$ cat src/rtl/mag_sample_scheduler_if.sv
// ----------------------------------------------------------------------------
// mag_sample_scheduler_if
// Bundles the three handshakes of the magnetometer sample scheduler:
//   cmd_*   : command channel to the byte-level I2C engine (one outstanding)
//   rsp_*   : one-cycle response per accepted command (read byte / NACK flag)
//   frame_* : 80-bit sample frame towards the flight-data memory writer
// Modports:
//   master : the scheduler (drives commands and frames)
//   slave  : the I2C engine plus frame consumer (drives ready/response)
// ----------------------------------------------------------------------------
interface mag_sample_scheduler_if;
  logic        cmd_valid;
  logic        cmd_ready;
  logic [2:0]  cmd_op;
  logic [7:0]  cmd_data;
  logic        rsp_valid;
  logic [7:0]  rsp_data;
  logic        rsp_nack;
  logic        frame_valid;
  logic        frame_ready;
  logic [79:0] frame;
  logic        frame_overrun;

  modport master (
    output cmd_valid, cmd_op, cmd_data,
    input  cmd_ready,
    input  rsp_valid, rsp_data, rsp_nack,
    output frame_valid, frame, frame_overrun,
    input  frame_ready
  );

  modport slave (
    input  cmd_valid, cmd_op, cmd_data,
    output cmd_ready,
    output rsp_valid, rsp_data, rsp_nack,
    input  frame_valid, frame, frame_overrun,
    output frame_ready
  );
endinterface

$ cat src/rtl/mag_sample_scheduler.sv
// ----------------------------------------------------------------------------
// mag_sample_scheduler
// Sequences the magnetometer I2C link: one-time register initialisation, then
// periodic 6-byte burst reads packed into {b0..b5, timestamp, TAG} frames.
// Ports:
//   clk        system clock
//   rst        synchronous active-low reset
//   enable     permits new transactions (a running sequence always completes)
//   timestamp  mission time, latched when a read burst's first START is taken
//   bus        command / response / frame handshakes (master side)
//   init_done  initialisation finished
//   fault      sticky: too many consecutive NACKs, FSM parked until reset
//   busy       a transaction (or its backoff / emit) is in progress
// ----------------------------------------------------------------------------
module mag_sample_scheduler #(
  parameter logic [6:0]  SLAVE_ADDR     = 7'h1E,
  parameter logic [7:0]  CRA_VAL        = 8'h0C,
  parameter logic [7:0]  CRB_VAL        = 8'h00,
  parameter logic [7:0]  MODE_VAL       = 8'h00,
  parameter logic [7:0]  DATA_REG       = 8'h03,
  parameter logic [7:0]  TAG            = 8'h4D,
  parameter int unsigned PERIOD_CYCLES  = 100000,
  parameter int unsigned BACKOFF_CYCLES = 1000,
  parameter int unsigned MAX_RETRY      = 3
) (
  input  logic        clk,
  input  logic        rst,
  input  logic        enable,
  input  logic [23:0] timestamp,
  mag_sample_scheduler_if.master bus,
  output logic        init_done,
  output logic        fault,
  output logic        busy
);

  localparam logic [2:0] OP_START = 3'd0;
  localparam logic [2:0] OP_WRITE = 3'd1;
  localparam logic [2:0] OP_RACK  = 3'd2;
  localparam logic [2:0] OP_RNACK = 3'd3;
  localparam logic [2:0] OP_STOP  = 3'd4;

  localparam int PER_W = $clog2(PERIOD_CYCLES + 1);
  localparam int BO_W  = $clog2(BACKOFF_CYCLES + 1);
  localparam int RT_W  = $clog2(MAX_RETRY + 1);
  localparam logic [PER_W-1:0] PER_LAST = PER_W'(PERIOD_CYCLES - 1);
  localparam logic [BO_W-1:0]  BO_LAST  = BO_W'(BACKOFF_CYCLES - 1);
  localparam logic [RT_W-1:0]  RT_MAX   = RT_W'(MAX_RETRY);

  typedef enum logic [2:0] {
    S_IDLE_INIT, S_INIT, S_IDLE, S_READ, S_NSTOP, S_BACKOFF, S_EMIT, S_HALT
  } state_t;

  state_t           r_state, w_state_nxt;
  logic [3:0]       r_step, w_step_nxt;
  logic             r_wait, w_wait_nxt;       // command accepted, awaiting response
  logic             r_is_read, w_is_read_nxt; // which sequence a retry restarts
  logic [RT_W-1:0]  r_retry, w_retry_nxt;
  logic [BO_W-1:0]  r_bo, w_bo_nxt;
  logic             r_init_done, w_init_done_nxt;
  logic             r_fault, w_fault_nxt;

  logic [PER_W-1:0] r_per;
  logic             r_tick;
  logic             r_frame_valid;
  logic [79:0]      r_frame;
  logic             r_overrun;
  logic [47:0]      r_bytes;
  logic [23:0]      r_ts;

  logic [10:0]      w_cmd;
  logic             w_cmd_valid;
  logic [2:0]       w_cmd_op;
  logic [7:0]       w_cmd_data;
  logic             w_first_start;
  logic             w_cap_byte;
  logic             w_emit;
  logic [RT_W-1:0]  w_retry_inc;
  logic [3:0]       w_last_step;

  // Command table: {op, data} for a step of the init or read sequence.
  function automatic logic [10:0] f_cmd(input logic is_read, input logic [3:0] step);
    logic [10:0] c;
    if (!is_read) begin
      unique case (step)
        4'd0:    c = {OP_START, 8'h00};
        4'd1:    c = {OP_WRITE, SLAVE_ADDR, 1'b0};
        4'd2:    c = {OP_WRITE, 8'h00};
        4'd3:    c = {OP_WRITE, CRA_VAL};
        4'd4:    c = {OP_WRITE, CRB_VAL};
        4'd5:    c = {OP_WRITE, MODE_VAL};
        default: c = {OP_STOP, 8'h00};
      endcase
    end else begin
      unique case (step)
        4'd0:    c = {OP_START, 8'h00};
        4'd1:    c = {OP_WRITE, SLAVE_ADDR, 1'b0};
        4'd2:    c = {OP_WRITE, DATA_REG};
        4'd3:    c = {OP_START, 8'h00};
        4'd4:    c = {OP_WRITE, SLAVE_ADDR, 1'b1};
        4'd5, 4'd6, 4'd7, 4'd8, 4'd9:
                 c = {OP_RACK, 8'h00};
        4'd10:   c = {OP_RNACK, 8'h00};
        default: c = {OP_STOP, 8'h00};
      endcase
    end
    return c;
  endfunction

  // Control state register.
  always_ff @(posedge clk) begin
    if (!rst) begin
      r_state     <= S_IDLE_INIT;
      r_step      <= '0;
      r_wait      <= 1'b0;
      r_is_read   <= 1'b0;
      r_retry     <= '0;
      r_bo        <= '0;
      r_init_done <= 1'b0;
      r_fault     <= 1'b0;
    end else begin
      r_state     <= w_state_nxt;
      r_step      <= w_step_nxt;
      r_wait      <= w_wait_nxt;
      r_is_read   <= w_is_read_nxt;
      r_retry     <= w_retry_nxt;
      r_bo        <= w_bo_nxt;
      r_init_done <= w_init_done_nxt;
      r_fault     <= w_fault_nxt;
    end
  end

  // Next state, command outputs and datapath strobes.
  always_comb begin
    w_state_nxt     = r_state;
    w_step_nxt      = r_step;
    w_wait_nxt      = r_wait;
    w_is_read_nxt   = r_is_read;
    w_retry_nxt     = r_retry;
    w_bo_nxt        = r_bo;
    w_init_done_nxt = r_init_done;
    w_fault_nxt     = r_fault;
    w_cmd           = f_cmd(r_is_read, r_step);
    w_cmd_valid     = 1'b0;
    w_cmd_op        = 3'd0;
    w_cmd_data      = 8'h00;
    w_first_start   = 1'b0;
    w_cap_byte      = 1'b0;
    w_emit          = 1'b0;
    w_retry_inc     = r_retry + 1'b1;
    w_last_step     = r_is_read ? 4'd11 : 4'd6;

    unique case (r_state)
      S_IDLE_INIT: begin
        if (enable) begin
          w_state_nxt   = S_INIT;
          w_step_nxt    = 4'd0;
          w_wait_nxt    = 1'b0;
          w_is_read_nxt = 1'b0;
        end
      end

      S_IDLE: begin
        if (r_tick && enable && !r_fault) begin
          w_state_nxt   = S_READ;
          w_step_nxt    = 4'd0;
          w_wait_nxt    = 1'b0;
          w_is_read_nxt = 1'b1;
        end
      end

      S_INIT, S_READ: begin
        if (!r_wait) begin
          w_cmd_valid = 1'b1;
          w_cmd_op    = w_cmd[10:8];
          w_cmd_data  = w_cmd[7:0];
          if (bus.cmd_ready) begin
            w_wait_nxt = 1'b1;
            if (r_is_read && r_step == 4'd0) w_first_start = 1'b1;
          end
        end else if (bus.rsp_valid) begin
          w_wait_nxt = 1'b0;
          if (r_is_read && r_step >= 4'd5 && r_step <= 4'd10) w_cap_byte = 1'b1;
          if (w_cmd[10:8] == OP_WRITE && bus.rsp_nack) begin
            w_state_nxt = S_NSTOP;
          end else if (r_step == w_last_step) begin
            w_retry_nxt = '0;
            if (r_is_read) begin
              w_state_nxt = S_EMIT;
            end else begin
              w_init_done_nxt = 1'b1;
              w_state_nxt     = S_IDLE;
            end
          end else begin
            w_step_nxt = r_step + 4'd1;
          end
        end
      end

      // Release the bus after a NACK, then either give up or back off.
      S_NSTOP: begin
        if (!r_wait) begin
          w_cmd_valid = 1'b1;
          w_cmd_op    = OP_STOP;
          if (bus.cmd_ready) w_wait_nxt = 1'b1;
        end else if (bus.rsp_valid) begin
          w_wait_nxt  = 1'b0;
          w_retry_nxt = w_retry_inc;
          if (w_retry_inc == RT_MAX) begin
            w_fault_nxt = 1'b1;
            w_state_nxt = S_HALT;
          end else begin
            w_bo_nxt    = '0;
            w_state_nxt = S_BACKOFF;
          end
        end
      end

      // Retries restart the interrupted sequence even if enable has dropped.
      S_BACKOFF: begin
        if (r_bo == BO_LAST) begin
          w_state_nxt = r_is_read ? S_READ : S_INIT;
          w_step_nxt  = 4'd0;
          w_wait_nxt  = 1'b0;
        end else begin
          w_bo_nxt = r_bo + 1'b1;
        end
      end

      S_EMIT: begin
        w_emit      = 1'b1;
        w_state_nxt = S_IDLE;
      end

      S_HALT: ;

      default: w_state_nxt = S_IDLE_INIT;
    endcase
  end

  // Period counter, tick flag and frame output register.
  always_ff @(posedge clk) begin
    if (!rst) begin
      r_per         <= '0;
      r_tick        <= 1'b0;
      r_frame_valid <= 1'b0;
      r_frame       <= '0;
      r_overrun     <= 1'b0;
    end else begin
      r_overrun <= 1'b0;
      if (w_first_start) r_tick <= 1'b0;
      // A wrap in the same cycle as the START wins: that tick is a new one.
      if (r_init_done) begin
        if (r_per == PER_LAST) begin
          r_per  <= '0;
          r_tick <= 1'b1;
        end else begin
          r_per <= r_per + 1'b1;
        end
      end
      if (r_frame_valid && bus.frame_ready) r_frame_valid <= 1'b0;
      // An untaken frame has priority; the fresh sample is dropped.
      if (w_emit) begin
        if (!r_frame_valid) begin
          r_frame       <= {r_bytes, r_ts, TAG};
          r_frame_valid <= 1'b1;
        end else begin
          r_overrun <= 1'b1;
        end
      end
    end
  end

  // Sample capture: bytes shift in so b0 ends up in the top byte.
  always_ff @(posedge clk) begin
    if (w_first_start) r_ts <= timestamp;
    if (w_cap_byte)    r_bytes <= {r_bytes[39:0], bus.rsp_data};
  end

  assign bus.cmd_valid     = w_cmd_valid;
  assign bus.cmd_op        = w_cmd_op;
  assign bus.cmd_data      = w_cmd_data;
  assign bus.frame_valid   = r_frame_valid;
  assign bus.frame         = r_frame;
  assign bus.frame_overrun = r_overrun;
  assign init_done         = r_init_done;
  assign fault             = r_fault;
  assign busy              = !(r_state inside {S_IDLE_INIT, S_IDLE, S_HALT});

endmodule
$ cat src/flat_wrapper.sv
// flat-port wrapper written by rule: the top's interface ports become plain ports
module mag_sample_scheduler_flat 
#(
  parameter logic [6:0]  SLAVE_ADDR     = 7'h1E,
  parameter logic [7:0]  CRA_VAL        = 8'h0C,
  parameter logic [7:0]  CRB_VAL        = 8'h00,
  parameter logic [7:0]  MODE_VAL       = 8'h00,
  parameter logic [7:0]  DATA_REG       = 8'h03,
  parameter logic [7:0]  TAG            = 8'h4D,
  parameter int unsigned PERIOD_CYCLES  = 100000,
  parameter int unsigned BACKOFF_CYCLES = 1000,
  parameter int unsigned MAX_RETRY      = 3
)
  (clk, rst, enable, timestamp, init_done, fault, busy, bus_cmd_valid, bus_cmd_op, bus_cmd_data, bus_cmd_ready, bus_rsp_valid, bus_rsp_data, bus_rsp_nack, bus_frame_valid, bus_frame, bus_frame_overrun, bus_frame_ready);
  mag_sample_scheduler_if bus_i ();
  input  logic clk;
  input  logic rst;
  input  logic enable;
  input  logic [23:0] timestamp;
  output logic init_done;
  output logic fault;
  output logic busy;
  output wire logic [$bits(bus_i.cmd_valid)-1:0] bus_cmd_valid;
  output wire logic [$bits(bus_i.cmd_op)-1:0] bus_cmd_op;
  output wire logic [$bits(bus_i.cmd_data)-1:0] bus_cmd_data;
  input wire logic [$bits(bus_i.cmd_ready)-1:0] bus_cmd_ready;
  input wire logic [$bits(bus_i.rsp_valid)-1:0] bus_rsp_valid;
  input wire logic [$bits(bus_i.rsp_data)-1:0] bus_rsp_data;
  input wire logic [$bits(bus_i.rsp_nack)-1:0] bus_rsp_nack;
  output wire logic [$bits(bus_i.frame_valid)-1:0] bus_frame_valid;
  output wire logic [$bits(bus_i.frame)-1:0] bus_frame;
  output wire logic [$bits(bus_i.frame_overrun)-1:0] bus_frame_overrun;
  input wire logic [$bits(bus_i.frame_ready)-1:0] bus_frame_ready;
  assign bus_cmd_valid = bus_i.cmd_valid;
  assign bus_cmd_op = bus_i.cmd_op;
  assign bus_cmd_data = bus_i.cmd_data;
  assign bus_i.cmd_ready = bus_cmd_ready;
  assign bus_i.rsp_valid = bus_rsp_valid;
  assign bus_i.rsp_data = bus_rsp_data;
  assign bus_i.rsp_nack = bus_rsp_nack;
  assign bus_frame_valid = bus_i.frame_valid;
  assign bus_frame = bus_i.frame;
  assign bus_frame_overrun = bus_i.frame_overrun;
  assign bus_i.frame_ready = bus_frame_ready;
  mag_sample_scheduler #(.SLAVE_ADDR(SLAVE_ADDR), .CRA_VAL(CRA_VAL), .CRB_VAL(CRB_VAL), .MODE_VAL(MODE_VAL), .DATA_REG(DATA_REG), .TAG(TAG), .PERIOD_CYCLES(PERIOD_CYCLES), .BACKOFF_CYCLES(BACKOFF_CYCLES), .MAX_RETRY(MAX_RETRY)) u_core (.clk(clk), .rst(rst), .enable(enable), .timestamp(timestamp), .bus(bus_i), .init_done(init_done), .fault(fault), .busy(busy));
endmodule
$ cat config.mk
export PLATFORM = sky130hd
export DESIGN_NAME = mag_sample_scheduler_flat
export DESIGN_NICKNAME = d
export VERILOG_FILES = /design/src/rtl/mag_sample_scheduler_if.sv /design/src/rtl/mag_sample_scheduler.sv /design/src/flat_wrapper.sv
export SDC_FILE = /design/constraint.sdc
export NUM_CORES = 1
export LEC_CHECK = 0
export BUFFER_PORTS_ARGS = -buffer_cell sky130_fd_sc_hd__buf_4
export CAP_MARGIN = 20
export CORE_ASPECT_RATIO = 1.1
export CORE_MARGIN = 2
export CORE_UTILIZATION = 40
export CTS_BUF_LIST = sky130_fd_sc_hd__clkbuf_8
export DETAILED_ROUTE_END_ITERATION = 8
export MAX_ROUTING_LAYER = met4
export PLACE_DENSITY_LB_ADDON = 0.05
export SLEW_MARGIN = 20
export SYNTH_ARGS = -nofsm -noshare
export SYNTH_HDL_FRONTEND = slang
export SYNTH_SLANG_ARGS = --single-unit
export TNS_END_PERCENT = 50
$ cat constraint.sdc
create_clock -name clk -period 4.4 [get_ports clk]
set_input_delay 0.88 -clock clk [delete_from_list [all_inputs] [get_ports clk]]
set_output_delay 0.88 -clock clk [all_outputs]
set_load 0.1 [all_outputs]
==> impl_results.md, run 1 <==
- Synth cell types: 57
- Ys Warns: 0
- # fillers: 1860
- Inst Count DP: 1074
- Worst Hold Launch: u_core.r_bytes[37]$_DFFE_PP_
- CTS tree: yes
- Pwr dens: 342 mW/mm²
- H-Tree Depth: 4
- Starting Density: 0.406
- Vias in the first global route: 5414
- Worst-path clk slew: 0.12 ns
- DRC viols: 0
- CTS Buf Count: 17
- CP required: 3.52 ns
- Detailed Route Iter0 Violations: 299
- Worst hold path type: flop to flop
- Initial antenna violation count: 0
- Hold Buf Count CTS: 0
- Largest area contributor in the netlist: dfxtp_1
- WHS Path Cells: 0
- Synth Area in Adders: 0.0211
- Mapped Cells: 737
- Share of layout cells above drive strength 1: 0.214
- Clock Sinks: 194
- Longest Clk Path Bufs: 2
- Largest family of logic cells by synthesized area: simple AND/OR/NAND/NOR gates
- Worst-path maximum fanout: 9
- Synth area leaders: dfxtp_1 32%, edfxtp_1 28%, nand2_1 8.0%
- Sequential share of the synthesized area: 0.598
- Post-synthesis register bit count: 194
- Critical path startpoint category: flop
- WL/cell: 14.8 µm
- Setup TNS: 0 ns
- FF-to-FF setup slack: 1.29 ns
- Mean Syn Cell Area: 10.4 µm²
- Clock Skew: 0.0134 ns
- Yosys top cell area share: 0.317
- Crit end category: output port
- Worst reg-to-reg path cell count: 10
- Core area: 0.0190 mm²
- Final GP Congestion: 0.817
- First drt pass iteration count: 5
- Reg2reg start: u_core.r_step[0]$_SDFFE_PN0N_
- Tot GR Track Use: 0.174
- Crit path time final: 3.62 ns
- RSZ-0062 raised after global routing: false
- Critical Path AT: 2.74 ns
- Routed vias: 5432
- Chip height: 149 µm
- Simple-gate portion of the synthesized area: 0.187
- Die Wd: 136 µm
- Final Setup Violations: 0
- XOR/XNOR Fraction of Synth Area: 0.0250
- Pin slew with the least headroom to its limit: 0.932 ns
- Leak Pwr: 3.39 nW
- Port Buf Inserts: 129
- Compound-Gate Fraction of Synth Area: 0.128
- FFs w/ async S/R, synth: 0
- Fin cells: 1107
- Drt total wl: 16.3 mm
- Peak supply drop: 0.188 mV
- Number of nets in the layout: 898
- Pins over their slew limit: 0
- Fin crit share: 0.823
- Syn Std Cell Area: 0.00770 mm²
- Io pins: 136
- ANT nets after route: 0
- CP Class: flop to output port
- # rows: 53
- Final Hold Violating Endpoints: 0
- CTS resizes: 0
- Status: finished, final reports clean
- Clock Latency Late Sink: 0.46 ns
- Area grow syn2layout: 19.9%
- Largest net degree at the start of global routing: 99
- Grt total ovfl: 0
- Vias/cell: 4.91
- Die ar.: 0.0204 mm²
- Hpwl dp: 10.7 mm
- Number of synthesized flops with an enable pin: 72
- Fmax: 276 MHz
- First-pass GRT wire length: 27.0 mm
- Max_cap viols: 0
- Top_reg_cell synth: dfxtp_1
- Mux contribution to synthesized area: 0.00130
- Hold path endpoint: u_core.r_bytes[45]$_DFFE_PP_
- Clock root buffer: clkbuf_8
- Post-CTS setup repair buffer count: 0
- Max transition margin: 0.378
## metrics by stage
step | instance area, µm² | worst slack [ns] | utilization | hold slack, ns | power, mW
floorplan | 7720 | 0.376 | - | 0.426 | 2.00
global placement | 8810 | 1.28 | 0.465 | 0.433 | 2.04
detailed placement | 8810 | 1.26 | 0.465 | 0.436 | 2.04
CTS | 9230 | 0.725 | 0.487 | 0.458 | 3.21
global route | 9230 | 0.564 | 0.487 | 0.462 | 3.30
finish | 9230 | 0.780 | 0.487 | 0.458 | 3.16
## registers in the layout, indices dropped and copies added, names as in the netlist, 2 cells and up, named ones only
| signal | cells |
|---|---|
| u_core.r_ts | 24 |
| u_core.r_step | 4 |
| u_core.r_bytes | 48 |
| u_core.r_state | 3 |
| u_core.bus.frame | 73 |
| u_core.r_bo | 10 |
| u_core.r_retry | 2 |
| u_core.r_per | 17 |
## kinds of logic after synthesis
| group | after synthesis |
|---|---|
| compound gates | 138 |
| xor+xnor | 22 |
| fa+ha+maj | 13 |
| buf+inv | 64 |
| flops | 194 |
| mux | 1 |
| other cells | 1 |
| simple gates | 304 |
## area by class of cell
| class | count | area (µm²) | area share |
|---|---|---|---|
| clock buffers | 17 | 234 | 0.0253 |
| well taps | 247 | 309 | 0.0335 |
| multi-input cells | 484 | 2840 | 0.307 |
| repair buffers | 134 | 1010 | 0.109 |
| clock inverters | 15 | 181 | 0.0197 |
| flip-flops and latches | 194 | 4600 | 0.499 |
| inverters | 15 | 56.3 | 0.00610 |
| diodes | 1 | 2.50 | 0.000271 |
## synthesized netlist by cell type, drive strengths merged, types with 2 or more instances
master,instances
clkbuf,36
nand4,14
nor3,10
and2,5
buf,13
o21a,5
nand3,13
nor2,34
a21boi,77
a41oi,3
ha,13
or3b,3
xnor2,8
dfxtp,122
a211o,2
o21ai,18
nor2b,7
inv,15
o31ai,2
o211ai,4
o211a,3
and3,11
nor4b,4
or3,5
nand3b,3
nand2b,12
edfxtp,72
or2,2
xor2,14
o21bai,3
or4,2
nor4,4
a21oi,14
nand2,165
and4,3
## critical path: stages (launching register included)
cell and delay [ns]:
dfxtp_1 0.50, inv_1 0.14, ha_1 0.24, or4_4 0.49, and2_2 0.22, o21ai_0 0.15, nand3_1 0.09, a21oi_1 0.15
buf_4 0.31
## cells in the final DEF (no fill, tap or decap), types with 4 or more instances in the layout
cell type / synthesis / layout
nor4b_1: 4 / 4
o211ai_1: 4 / 4
a21oi_1: 14 / 14
xnor2_1: 8 / 8
xor2_1: 14 / 14
inv_1: 15 / 15
clkinv_8: 0 / 4
nand3_1: 13 / 13
a21boi_0: 77 / 77
o21ai_0: 15 / 15
o21a_1: 5 / 5
nand4_1: 14 / 14
nand2b_1: 12 / 12
inv_8: 0 / 4
and2_1: 4 / 4
edfxtp_1: 72 / 72
conb_1: 1 / 6
and3_1: 10 / 9
nor2b_1: 7 / 7
ha_1: 13 / 13
or3_1: 5 / 4
buf_4: 11 / 134
nor2_1: 34 / 34
nor3_1: 10 / 9
dfxtp_1: 122 / 122
nand2_1: 165 / 165
clkbuf_8: 0 / 17
## worst max path at each step
stage / startpoint / end / slack, ns
4_1_cts: u_core.r_step[0]$_SDFFE_PN0N_ / bus_cmd_op[2] / 0.73
5_1_grt: u_core.r_step[1]$_SDFFE_PN0N_ / bus_cmd_op[2] / 0.56
3_3_place_gp: u_core.r_step[0]$_SDFFE_PN0N_ / bus_cmd_op[2] / 1.28
3_5_place_dp: u_core.r_step[0]$_SDFFE_PN0N_ / bus_cmd_op[2] / 1.26
2_1_floorplan: u_core.r_step[1]$_SDFFE_PN0N_ / bus_cmd_op[2] / 0.38
6_report: u_core.r_step[0]$_SDFFE_PN0N_ / bus_cmd_op[2] / 0.78
## where the power goes
group	internal [mW]	switching, mW
Combinational	0.0482	0.0869
Sequential	1.85	0.00761
Clock	0.443	0.722
## routing by layer
metal,wire length [µm],vias up,share of wire,track usage
li1,-,2745,-,-
met1,7510,2567,0.46,0.225
met3,939,7,0.057,0.0498
met5,0,-,0,-
met2,7810,113,0.48,0.269
met4,90,0,0.0055,0.0469
No activity file was read; power rests on OpenSTA's default activity.
==> run 2: changes to the inputs <==
- clock period: 4.4 -> 3.1 ns (I/O delays scaled with it)
==> run 2 against run 1 <==
  * Count of clock-buffer cells in the layout unchanged
  * Combinational power is 53% higher
  * Design area increased by 1.6%
  * Die area did not move
  * Worst hold slack worse by 0.13 ns
  * Non-clock buffer count rose by 12
  * Final cell count is 0.99% higher
  * Sequential power up 41%
  * Utilization up 0.78 points
  * First-iteration DRC count is 9.4% higher
  * Clock skew is 0.0021 ns lower
  * Highest routed layer unchanged
==> impl_results.md, run 2 (synthesis gave the netlist of run 1 again) <==
- # diodes: 0 (-1)
- CP Class: flop to output port
- Placement Cell Area: 0.00888 mm² (+0.80%)
- Clock Skew: 0.0113 ns (-0.00213 ns)
- Largest net degree at the start of global routing: 91 (-8.1%)
- Crit end category: output port
- Final GP Congestion: 0.896 (+9.7%)
- Clock root buffer: clkbuf_8
- Number of nets in the layout: 910 (+1.3%)
- Vias in the first global route: 5484 (+1.3%)
- # rows: 53 (unchanged)
- Fmax: 335 MHz
- Detailed Route Iter0 Violations: 327 (+9.4%)
- Worst-path clk slew: 0.11 ns (about the same)
- First drt pass iteration count: 4 (-1)
- Peak supply drop: 0.262 mV (+39%)
- Drt total wl: 16.9 mm (+3.5%)
- Hpwl dp: 10.9 mm (+2.6%)
- CTS Buf Count: 17 (unchanged)
- Commonest non-fill, non-tap cell in the layout: nand2_1
- FF-to-FF setup slack: 0.20 ns (-1.09 ns)
- Area grow syn2layout: 21.9%
- Routed vias: 5560 (+2.4%)
- Pwr dens: 478 mW/mm² (+40%)
- Crit path to: bus_cmd_op[2]
- Tot GR Track Use: 0.176 (+0.00174)
- WL/cell: 15.1 µm (+2.5%)
- Clock Latency Late Sink: 0.46 ns (about the same)
- ANT nets after route: 0 (unchanged)
- WHS: 0.326 ns (-0.133 ns)
- Core area: 0.0190 mm² (unchanged)
- Pin slew with the least headroom to its limit: 0.813 ns (-0.120 ns)
- Starting Density: 0.406 (unchanged)
- H-Tree Depth: 4 (unchanged)
- CTS tree: yes
- First-pass GRT wire length: 27.2 mm (+0.82%)
- Critical Path AT: 2.37 ns (-0.37 ns)
- WHS Path Cells: 1 (+1)
- Die Wd: 136 µm (unchanged)
- CP required: 2.48 ns (-1.04 ns)
- Commonest non-fill, non-tap cells in the layout: 165 x nand2_1, 142 x buf_4, 120 x dfxtp_1
- Final Hold Violating Endpoints: 0 (unchanged)
- Grt total ovfl: 0 (unchanged)
- Leak Pwr: 3.46 nW (+2.2%)
- Worst-path maximum fanout: 5 (-4)
- Fin crit share: 0.964
- Post-route cell area: 0.00938 mm² (+1.6%)
- Critical path startpoint category: flop
- Crit path time final: 2.99 ns
- Share of layout cells above drive strength 1: 0.234 (+0.0200)
- Worst reg-to-reg path cell count: 12 (+2)
- Status: finished, final reports clean
- Port Buf Inserts: 129 (unchanged)
- Reg2reg start: u_core.r_step[0]$_SDFFE_PN0N_
- CP startpoint: u_core.r_step[0]$_SDFFE_PN0N_
- Io pins: 136 (unchanged)
- Clock Sinks: 194 (unchanged)
- Chip height: 149 µm (unchanged)
- Longest Clk Path Bufs: 2 (unchanged)
- Pins over their slew limit: 0 (unchanged)
- DRC viols: 0 (unchanged)
- Vias/cell: 4.97 (+1.3%)
- Final Setup Violations: 0 (unchanged)
- Max reg flops: 73 (unchanged)
- Worst hold path type: primary input to flop
- Die ar.: 0.0204 mm² (unchanged)
- Initial antenna violation count: 0 (unchanged)
- Max_cap viols: 0 (unchanged)
- Setup TNS: 0 ns (unchanged)
- Max transition margin: 0.458 (+0.0798)
==> run 2: worst min-delay path by stage <==
stage	start	to
after floorplan	u_core.r_bytes[2]$_DFFE_PP_	u_core.r_bytes[10]$_DFFE_PP_
after global placement	u_core.r_bytes[37]$_DFFE_PP_	u_core.r_bytes[45]$_DFFE_PP_
after detailed placement	u_core.r_bytes[34]$_DFFE_PP_	u_core.r_bytes[42]$_DFFE_PP_
after CTS	bus_rsp_data[3]	u_core.r_bytes[3]$_DFFE_PP_
after global routing	bus_rsp_data[5]	u_core.r_bytes[5]$_DFFE_PP_
final	timestamp[18]	u_core.r_ts[18]$_DFFE_PP_
==> run 2: cell type report <==
| cell class | instances | area (µm²) |
|---|---|---|
| timing repair buffer | 146 | 1130 |
| clock buffer | 17 | 234 |
| fill | 1814 | 9590 |
| tap | 247 | 309 |
| clock inverter | 15 | 170 |
| sequential | 194 | 4610 |
| inverter | 15 | 56.3 |
| multi-input combinational | 484 | 2870 |
==> run 2: timing repair <==
| action | 4_1_cts | 5_1_grt |
|---|---|---|
| setup buffers | 4 | 2 |
| hold buffers | 0 | 0 |
| cloned | 0 | 0 |
| gates resized for setup | 13 | 4 |
| setup endpoints to repair | 1 | 2 |
| pin swaps | 3 | 4 |
==> run 2: routing by layer <==
| metal | track usage | share of wire |
|---|---|---|
| met2 | 0.276 | 0.48 |
| met3 | 0.0495 | 0.054 |
| met1 | 0.219 | 0.45 |
| met5 | - | 0 |
| met4 | 0.0589 | 0.015 |
==> run 2: critical path, stage by stage, from the launching register on <==
cell and delay (ns):
dfxtp_4 0.37, buf_6 0.12, ha_4 0.16, or4_4 0.49, and2_4 0.16, o21ai_2 0.10
nand3_1 0.10, a21oi_2 0.18, buf_8 0.21
==> run 2: power breakdown <==
| part | internal (mW) | total [mW] | switching [mW] | leakage, nW |
|---|---|---|---|---|
| logic | 0.0746 | 0.207 | 0.132 | 1.63 |
| clock network | 0.677 | 1.65 | 0.969 | 0.203 |
| registers | 2.63 | 2.63 | 0.00706 | 1.63 |
| total | 3.38 | 4.49 | 1.11 | 3.46 |
==> run 2: per-stage QoR <==
| stage | instances | setup slack, ns | total power [mW] | util |
|---|---|---|---|---|
| after floorplan | 742 | -0.664 | 2.83 | - |
| after global placement | 1080 | 0.181 | 2.90 | 0.468 |
| after detailed placement | 1080 | 0.0360 | 2.90 | 0.468 |
| after CTS | 1116 | 0.0153 | 4.56 | 0.493 |
| after global routing | 1118 | -0.00830 | 4.67 | 0.495 |
| final | 1118 | 0.111 | 4.49 | 0.495 |
